[config.mk]
export PLATFORM = sky130hd
export DESIGN_NAME = shift_right_sticky
export DESIGN_NICKNAME = d
export VERILOG_FILES = /design/src/rtl/shift_right_sticky.sv
export SDC_FILE = /design/constraint.sdc
export NUM_CORES = 1
export LEC_CHECK = 0
export CORE_UTILIZATION = 50
export CTS_CLUSTER_SIZE = 10
export DETAILED_ROUTE_END_ITERATION = 7
export PLACE_DENSITY = 0.8
export SLEW_MARGIN = 20
export SYNTH_ARGS = -nofsm -noshare
export SYNTH_HDL_FRONTEND = slang
export SYNTH_SLANG_ARGS = --single-unit
[constraint.sdc]
create_clock -name clk -period 2.6 [get_ports clk]
set_clock_uncertainty 0.2 [all_clocks]
set_input_delay 0.52 -clock clk [delete_from_list [all_inputs] [get_ports clk]]
set_output_delay 0.52 -clock clk [all_outputs]
set_load 0.01 [all_outputs]
[src/rtl/shift_right_sticky.sv]
// Multi-cycle logical right shifter with sticky bit: resolves one shift-amount
// bit per cycle (MSB first), so latency is a fixed LG_N+1 edges from accept.
module shift_right_sticky #(
    parameter int LG_N = 5,
    localparam int N = 1 << LG_N
) (
    input  logic            clk,
    input  logic            reset,
    input  logic            flush,
    input  logic            in_valid,
    output logic            in_ready,
    input  logic [N-1:0]    in_value,
    input  logic [LG_N:0]   in_shamt,
    output logic            out_valid,
    input  logic            out_ready,
    output logic [N-1:0]    out_value,
    output logic            out_sticky
);

    localparam int STEP_W = (LG_N > 1) ? $clog2(LG_N) : 1;

    typedef enum logic [1:0] {
        IDLE  = 2'd0,
        SHIFT = 2'd1,
        DONE  = 2'd2
    } state_t;

    state_t              state;
    logic [N-1:0]        val;
    logic                sticky;
    logic [LG_N-1:0]     rem;
    logic [STEP_W-1:0]   step;

    // Candidate result for each stage k: shift by 2^k, plus the OR of the bits lost.
    logic [LG_N-1:0][N-1:0] shr_k;
    logic [LG_N-1:0]        lost_k;

    for (genvar k = 0; k < LG_N; k++) begin : g_stage
        localparam int D = 1 << k;
        assign shr_k[k]  = val >> D;
        assign lost_k[k] = |val[D-1:0];
    end

    logic sat;
    assign sat = (in_shamt >= (LG_N+1)'(N));

    always_ff @(posedge clk or negedge reset) begin
        if (!reset) begin
            state  <= IDLE;
            val    <= '0;
            sticky <= 1'b0;
            rem    <= '0;
            step   <= '0;
        end else if (flush) begin
            state <= IDLE;
        end else begin
            case (state)
                IDLE: begin
                    if (in_valid) begin
                        state <= SHIFT;
                        step  <= STEP_W'(LG_N - 1);
                        // Saturated shifts resolve here; the SHIFT walk then does nothing.
                        if (sat) begin
                            val    <= '0;
                            sticky <= |in_value;
                            rem    <= '0;
                        end else begin
                            val    <= in_value;
                            sticky <= 1'b0;
                            rem    <= in_shamt[LG_N-1:0];
                        end
                    end
                end
                SHIFT: begin
                    if (rem[step]) begin
                        val    <= shr_k[step];
                        sticky <= sticky | lost_k[step];
                    end
                    if (step == '0) state <= DONE;
                    else            step  <= step - STEP_W'(1);
                end
                DONE: begin
                    if (out_ready) state <= IDLE;
                end
                default: state <= IDLE;
            endcase
        end
    end

    assign in_ready   = (state == IDLE);
    assign out_valid  = (state == DONE);
    assign out_value  = val;
    assign out_sticky = sticky;

endmodule

==> results.toml, run 1 <==
[outcome]
status = "complete, but fails checks"
violations = "DRC, hold timing"

[power]
switching_share_pct = 41.5
p_switching_mw = 1.70
p_comb_share_pct = 53.7
p_int_mw = 2.39
pwr-share-clk_pct = 11.0
powerDensity_nw_per_um2 = 1020
p_leak_nw = 1.59
seq_power_share_pct = 35.3
ir_worst_vdd_mv = 0.544

[detailed_routing]
routed_wl_um = 9070
viasPerCell = 6.80
drc = 6
vias = 2828
wl_per_cell_um = 21.8
ant_nets = 0
dr.pass1.iters = 8
drt_iter0_markers = 429

[yosys]
synthFlopType = "dfrtp_1"
synth_top_family_by_area = "multiplexers"
synth.distinct_cells = 47
synth.mux.area_fraction_pct = 31.9
synth_compound_area_share_pct = 14.7
yosysWarnings = 0
synth_xor_area_share_pct = 0
synth-adder-area-share_pct = 0.812
syn_area_um2 = 3080
synth_commonest_cells = "dfrtp_1 (43), mux2i_1 (21), mux4_2 (19)"
synth.top_cell.area_share_pct = 34.9
yosysMostFrequentCell = "dfrtp_1"
synth-seq-cells = 43
synth.net_count = 307
syn_inst = 262
yosys.area.top_type = "dfrtp_1"
synth_area_leaders = "dfrtp_1 (35%), mux4_2 (14%), mux2i_1 (6.8%), mux2_2 (5.1%), a222oi_1 (4.5%)"
syn_area_per_cell_um2 = 11.8
synth_edf_count = 0
async_flop_share_pct = 100
ys_seq_area_share_pct = 34.9
synthSimpleGateAreaFrac_pct = 10.4

[place]
place_area_um2 = 3920
port_buffers = 77
dpl.hpwl_um = 6380
gp_congestion = 0.838

[global_route]
grt_pass1_vias = 2771
antenna_found_initial = 0
grt_start_max_net_pins = 30
grt_pass1_wl_um = 14500
grt-ovfl-total = 0
grt_use_total_pct = 29.9

[worst_setup_path]
start_kind = "input pin"
r2r-start = "step[0]"
endpoint_kind = "flop"
crit_start = "flush"
worstPathMaxFanout = 28
r2r_slack_ns = 0.38
arrival_ns = 2.27
r2r-end = "step[2]"
ff2ff_path_depth = 6
cp-endpoint = "out_value[7]"
crit_type = "input pin to flop"
cp.required_ns = 2.62

[run]
cap_viol_max_count = 0

[cts]
cts_setup_buffers = 0
cts_tree = "done"
h-tree-depth = 2
clock-root-buffer = "clkbuf_8"
cts_resized = 0
clock_path_buffers = 2
clkLatencyLatePin_ns = 0.30
hold_buffers = 0
clock-sinks = 43
cts_buffers = 5
path_clk_slew_ns = 0.09

[layout]
n_antenna_cell = 0
fillers = 433
fin_area_um2 = 4010
drive_above_1_share_pct = 18.8
nets = 385
synthToLayoutAreaGrowth_pct = 30.2

[sta]
rsz0062_at_grt = "false"
finalCritPeriodShare_pct = 86.5
period_needed_ns = 2.25
worst_pin_slew_ns = 0.558
final-max-slew-violation-count = 0
relSlewSlack_pct = 62.8
setup_viol_count_final = 0
fin_setup_tns_ns = 0
hold_violations = 5
fmax_ghz = 0.444
whs_ns = -0.00926

[floorplanning]
design.portCount = 78
dieWidth_um = 80.5
rows = 28
fp.coreArea_um2 = 5920
start_util_pct = 52.0
die_area_um2 = 6480
fp.dieH_um = 80.5

[min_path]
worstHoldPathType = "input pin to asynchronous set/reset pin"
kinds of logic (layout without fill, tap and decap cells):
| logic type | after synthesis | in the layout |
|---|---|---|
| AOI/OAI and AO/OA | 57 | 57 |
| adders and majority gates | 2 | 2 |
| buffers and inverters | 40 | 119 |
| and+or+nand+nor | 56 | 56 |
| DFF | 43 | 43 |
| muxes | 64 | 64 |
flip-flops by register name, indices dropped and copies added, names as in the netlist:
signal / count
state: 2
step: 3
out_sticky: 1
out_value: 32
rem: 5
worst min-delay path by stage:
stage,start,end,slack (ns),depth (start not counted)
after floorplan,reset,out_sticky,0.02,0
after global placement,rem[1],rem[1],0.26,2
after detailed placement,rem[1],rem[1],0.28,2
after CTS,reset,out_value[8],0.009,1
after global routing,reset,out_value[8],0.04,1
final,reset,out_value[8],-0.009,1
worst max-delay path, stage by stage:
cell             delay [ns]
clkdlybuf4s50_1        0.46
or4b_1                 0.53
nand2_2                0.10
buf_12                 0.21
buf_4                  0.20
mux2i_1                0.23
stage by stage:
stage | std cells | total power [mW] | setup WS, ns | util, %
3_3_place_gp | 408 | 3.55 | 0.125 | 66.2
3_5_place_dp | 408 | 3.62 | 0.0344 | 66.2
2_1_floorplan | 262 | 2.74 | 0.244 | -
4_1_cts | 416 | 4.08 | 0.355 | 67.8
5_1_grt | 416 | 4.34 | 0.246 | 67.8
6_report | 416 | 4.10 | 0.350 | 67.8
cells in the final DEF, fill, tap and decap left out, drive strengths merged, types with 2 or more instances in the layout:
| cell | count |
|---|---|
| a21oi | 4 |
| a222oi | 14 |
| a22o | 13 |
| a32o | 4 |
| buf | 16 |
| clkbuf | 5 |
| clkdlybuf4s50 | 76 |
| clkinvlp | 2 |
| dfrtp | 43 |
| ha | 2 |
| inv | 19 |
| mux2 | 19 |
| mux2i | 21 |
| mux4 | 24 |
| nand2 | 8 |
| nand2b | 7 |
| nand3 | 4 |
| nor2 | 10 |
| nor2b | 4 |
| nor3 | 2 |
| nor4 | 12 |
| o21ai | 15 |
power groups by stage:
stage / Clock (mW) / Combinational (mW) / Sequential, mW
final: 0.450 / 2.20 / 1.45
after CTS: 0.457 / 2.20 / 1.42
after global routing: 0.482 / 2.38 / 1.48
after global placement: 0 / 2.13 / 1.42
after floorplan: 0 / 1.45 / 1.29
after detailed placement: 0 / 2.19 / 1.43
layout make-up:
class	count	area (um^2)	area share [%]
clock buffer	5	68.8	1.72
clock inverter	3	23.8	0.593
inverter	19	71.3	1.78
multi-input combinational	179	1790	44.5
sequential	43	1080	26.9
tap	75	93.8	2.34
timing repair buffer	92	891	22.2
per-layer routing:
layer	vias up	GRT usage, %	part of all wire (%)
li1	1201	-	-
met1	1403	39.9	37
met2	195	47.3	49
met3	29	6.36	11
met4	0	12.1	2.6
met5	-	0	0
No activity file was read; power rests on OpenSTA's default activity.
==> inputs of run 2 (changes only) <==
ABC_AREA = 1   (was default)
REMOVE_ABC_BUFFERS = 1   (was default)
==> results.toml, run 2 <==
[yosys]
yosysWarnings = 0
synth.top_cell.area_share_pct = 35.1
yosys.area.top_type = "dfrtp_1"
yosysMostFrequentCell = "nand2_1"
synthFlopType = "dfrtp_1"
synth_edf_count = 0
synth_area_leaders = "dfrtp_1 (35%), nand2_1 (22%), nand3_1 (13%), o21ai_0 (4.3%), inv_1 (4.2%)"
syn_area_per_cell_um2 = 6.45
synth-seq-cells = 43
synth.distinct_cells = 29
synth_commonest_cells = "nand2_1 (178), nand3_1 (81), dfrtp_1 (43)"
syn_inst = 475
async_flop_share_pct = 100
syn_area_um2 = 3060
ys_seq_area_share_pct = 35.1

[layout]
layout_commonest_cell = "nand2_1"
mostFrequentLayoutCells = "nand2_1 (178), nand3_1 (81), clkdlybuf4s50_1 (76), dfrtp_1 (43), inv_1 (34)"
fin_area_um2 = 4030
largest_reg_flops = 32
drive_above_1_share_pct = 5.30
synthToLayoutAreaGrowth_pct = 31.5
n_antenna_cell = 0
nets = 591

[worst_setup_path]
slowest_delay_ns = 0.58
r2r-start = "step[1]"
cp.required_ns = 1.88
worstPathMaxFanout = 6
ff2ff_path_depth = 8
crit_type = "flop to primary output"
start_kind = "flop"
r2r_slack_ns = 0.50
arrival_ns = 1.54
crit_path_top_delay_cell = "clkdlybuf4s50_1"
r2r-end = "step[2]"
path_cells = "nor2_1, clkdlybuf4s50_1"
endpoint_kind = "primary output"

[cts]
cts_resized = 0
path_clk_slew_ns = 0.09
clkLatencyLatePin_ns = 0.31
clock-root-buffer = "clkbuf_8"
h-tree-depth = 2
clock-sinks = 43
cts_setup_buffers = 0
clock_path_buffers = 2
hold_buffers = 0
cts_buffers = 5
cts_tree = "done"

[place]
place_area_um2 = 3890
gp_congestion = 0.923
port_buffers = 77
dpl.hpwl_um = 7430
place_ws_ns = 0.206

[detailed_routing]
drt_iter0_markers = 441
routed_wl_um = 10200
ant_nets = 0
drc = 0
dr.pass1.iters = 5
vias = 3629
viasPerCell = 5.83
wl_per_cell_um = 16.4

[floorplanning]
rows = 28
design.portCount = 78
dieWidth_um = 80.3
fp.dieH_um = 80.3
die_area_um2 = 6440
start_util_pct = 51.7
fp.coreArea_um2 = 5920

[outcome]
status = "finished, final reports clean"

[sta]
setup_viol_count_final = 0
fin_setup_tns_ns = 0
fmax_ghz = 0.443
rsz0062_at_grt = "false"
finalCritPeriodShare_pct = 86.9
whs_ns = 0.0822
worst_pin_slew_ns = 0.771
final-max-slew-violation-count = 0
hold_violations = 0
period_needed_ns = 2.26
relSlewSlack_pct = 48.6
setup_ws_ns = 0.341

[power]
powerDensity_nw_per_um2 = 1120
p_leak_nw = 1.87
power_mw = 4.52
ir_worst_vdd_mv = 0.753

[global_route]
grt_pass1_vias = 3434
grt-ovfl-total = 0
antenna_found_initial = 0
grt_start_max_net_pins = 44
grt_use_total_pct = 33.8
grt_pass1_wl_um = 16600

[run]
cap_viol_max_count = 0

[min_path]
worstHoldPathType = "input pin to asynchronous set/reset pin"
-- run 2: changes by cell type after synthesis, moves of 12 or more --
| cell | change |
|---|---|
| mux4_2 | -19 |
| a22o_1 | -13 |
| o21ai_0 | +12 |
| buf_2 | +15 |
| mux2_2 | -14 |
| nand3_1 | +77 |
| nand2_1 | +171 |
| mux2i_1 | -21 |
| a222oi_1 | -14 |
| nor2_1 | +24 |
| inv_1 | +16 |
-- run 2: worst max-delay path by stage --
stage	from	to	slack (ns)	depth (start not counted)
floorplan	step[1]	out_sticky	-0.26	7
global placement	in_shamt[5]	out_value[1]	0.26	7
detailed placement	in_shamt[5]	out_value[1]	0.21	7
CTS	state[0]	out_valid	0.36	2
global route	state[0]	out_valid	0.28	2
finish	state[0]	out_valid	0.34	2
-- run 2: cell type report --
class	instances	area, um^2
fill	527	1890
multi-input combinational	369	1700
sequential	43	1080
timing repair buffer	91	883
inverter	36	135
tap	75	93.8
clock buffer	5	68.8
clock inverter	3	67.6
-- run 2: worst max-delay path, delay by kind of cell (launching register included) --
family                 cells  cell delay [ns]
buffers and inverters      1             0.58
AND/OR/NAND/NOR            1             0.20
flip-flops                 1             0.46
-- run 2: logic make-up after synthesis --
group / count (synthesis) / synth area share, %
AO/OA/AOI/OAI: 69 / 14.4
flip-flops: 43 / 35.1
adder cells (fa/ha/maj): 2 / 0.817
buffers and inverters: 63 / 9.24
AND/OR/NAND/NOR: 298 / 40.4
-- run 2: through the flow --
stage                     util, %  cells
final                        68.0    622
after global routing         68.0    622
after CTS                    68.0    622
after detailed placement     65.7    614
after global placement       65.7    614
after floorplan                 -    448
-- run 2: per-layer routing --
metal | GRT usage, % | part of all wire, %
met3 | 5.80 | 8.4
met2 | 55.4 | 47
met1 | 43.6 | 42
met5 | 0 | 0
met4 | 15.0 | 2.4
-- run 2: power breakdown --
part	internal (mW)	switching, mW
clock	0.383	0.248
sequential	0.947	0.344
combinational	1.08	1.52
==> inputs of run 3 (changes only) <==
CORE_MARGIN = 5   (was default)
==> results.toml, run 3 (synthesis gave the netlist of run 2 again) <==
[layout]
fillers = 550
mostFrequentLayoutCells = "nand2_1 (178), nand3_1 (81), clkdlybuf4s50_1 (76), dfrtp_1 (43), inv_1 (34)"
largest_reg_flops = 32
drive_above_1_share_pct = 5.13
layout_commonest_cell = "nand2_1"
nets = 591
n_antenna_cell = 0
synthToLayoutAreaGrowth_pct = 30.0

[detailed_routing]
wl_per_cell_um = 17.5
drc = 0
dr.pass1.iters = 6
routed_wl_um = 10900
drt_iter0_markers = 405
vias = 3695
ant_nets = 0
viasPerCell = 5.95

[place]
dpl.hpwl_um = 8040
gp_congestion = 0.954
port_buffers = 77

[floorplanning]
rows = 28
fp.dieH_um = 88.3
dieWidth_um = 88.3
start_util_pct = 51.7
die_area_um2 = 7790
design.portCount = 78
fp.coreArea_um2 = 5920

[sta]
setup_viol_count_final = 0
whs_ns = 0.0437
hold_violations = 0
final-max-slew-violation-count = 0
fmax_ghz = 0.430
rsz0062_at_grt = "false"
period_needed_ns = 2.33
fin_setup_tns_ns = 0
worst_pin_slew_ns = 0.784
finalCritPeriodShare_pct = 89.5
relSlewSlack_pct = 47.7

[global_route]
grt_pass1_vias = 3490
antenna_found_initial = 0
grt_use_total_pct = 29.3
grt-ovfl-total = 0
grt_pass1_wl_um = 17600
grt_start_max_net_pins = 33

[cts]
clock-root-buffer = "clkbuf_8"
clock-sinks = 43
cts_resized = 0
cts_setup_buffers = 0
path_clk_slew_ns = 0.08
cts_buffers = 5
hold_buffers = 0
cts_tree = "done"
clock_path_buffers = 2
h-tree-depth = 2
clkLatencyLatePin_ns = 0.30

[worst_setup_path]
path_cells = "clkdlybuf4s50_1, inv_1, nand2_1, inv_1, nand2_1, a21boi_0, o21ai_0"
crit_type = "input pin to flop"
endpoint_kind = "flop"
arrival_ns = 2.34
worstPathMaxFanout = 22
crit_path_top_delay_cell = "inv_1"
slowest_delay_ns = 0.61
start_kind = "input pin"
cp.required_ns = 2.61

[power]
powerDensity_nw_per_um2 = 1100
p_leak_nw = 1.85
ir_worst_vdd_mv = 0.674

[min_path]
worstHoldPathType = "input pin to asynchronous set/reset pin"

[outcome]
status = "finished, final reports clean"

[run]
cap_viol_max_count = 0
-- run 3: stage by stage --
| stage | worst slack [ns] | area [um^2] | std cells | util, % | power [mW] |
|---|---|---|---|---|---|
| CTS | 0.324 | 3980 | 621 | 67.2 | 4.31 |
| detailed placement | 0.0145 | 3890 | 614 | 65.7 | 3.86 |
| global placement | 0.212 | 3890 | 614 | 65.7 | 3.80 |
| global route | 0.121 | 3980 | 621 | 67.2 | 4.69 |
| floorplan | -0.256 | 2910 | 448 | - | 2.65 |
| finish | 0.274 | 3980 | 621 | 67.2 | 4.36 |
-- run 3: worst paths after layout --
path,slack [ns],endpoint,start,cells past startpoint
worst min-delay path,0.04,step[1],reset,1
worst min register to register,0.31,rem[4],rem[4],2
worst max register to register,0.37,out_value[1],step[0],6
worst max-delay path,0.27,out_value[1],in_shamt[5],7
min in group clk,0.31,rem[4],rem[4],2
max in group asynchronous,1.56,out_value[19],reset,2
-- run 3: final cells by class --
type	count	area (um^2)	share of cell area (%)
Tap cell	75	93.8	2.36
Timing Repair Buffer	91	883	22.2
Sequential cell	43	1080	27.0
Multi-Input combinational cell	369	1700	42.8
Clock inverter	1	5.00	0.126
Clock buffer	6	82.6	2.08
Inverter	36	135	3.40
-- run 3: worst max-delay path, delay by kind of cell --
family / cells / cell delay [ns]
buffers and inverters: 3 / 1.16
AO/OA/AOI/OAI: 2 / 0.38
AND/OR/NAND/NOR: 2 / 0.27
-- run 3: power breakdown --
group | internal [mW] | switching, mW | leakage, nW | total, mW
logic | 1.07 | 1.56 | 1.24 | 2.63
clock network | 0.209 | 0.230 | 0.0470 | 0.439
registers | 0.948 | 0.350 | 0.561 | 1.30
-- run 3: routing by layer --
metal,wire [um],track usage [%]
met5,0,0
met4,230,8.65
met3,1060,3.91
met2,5160,47.5
met1,4430,41.0
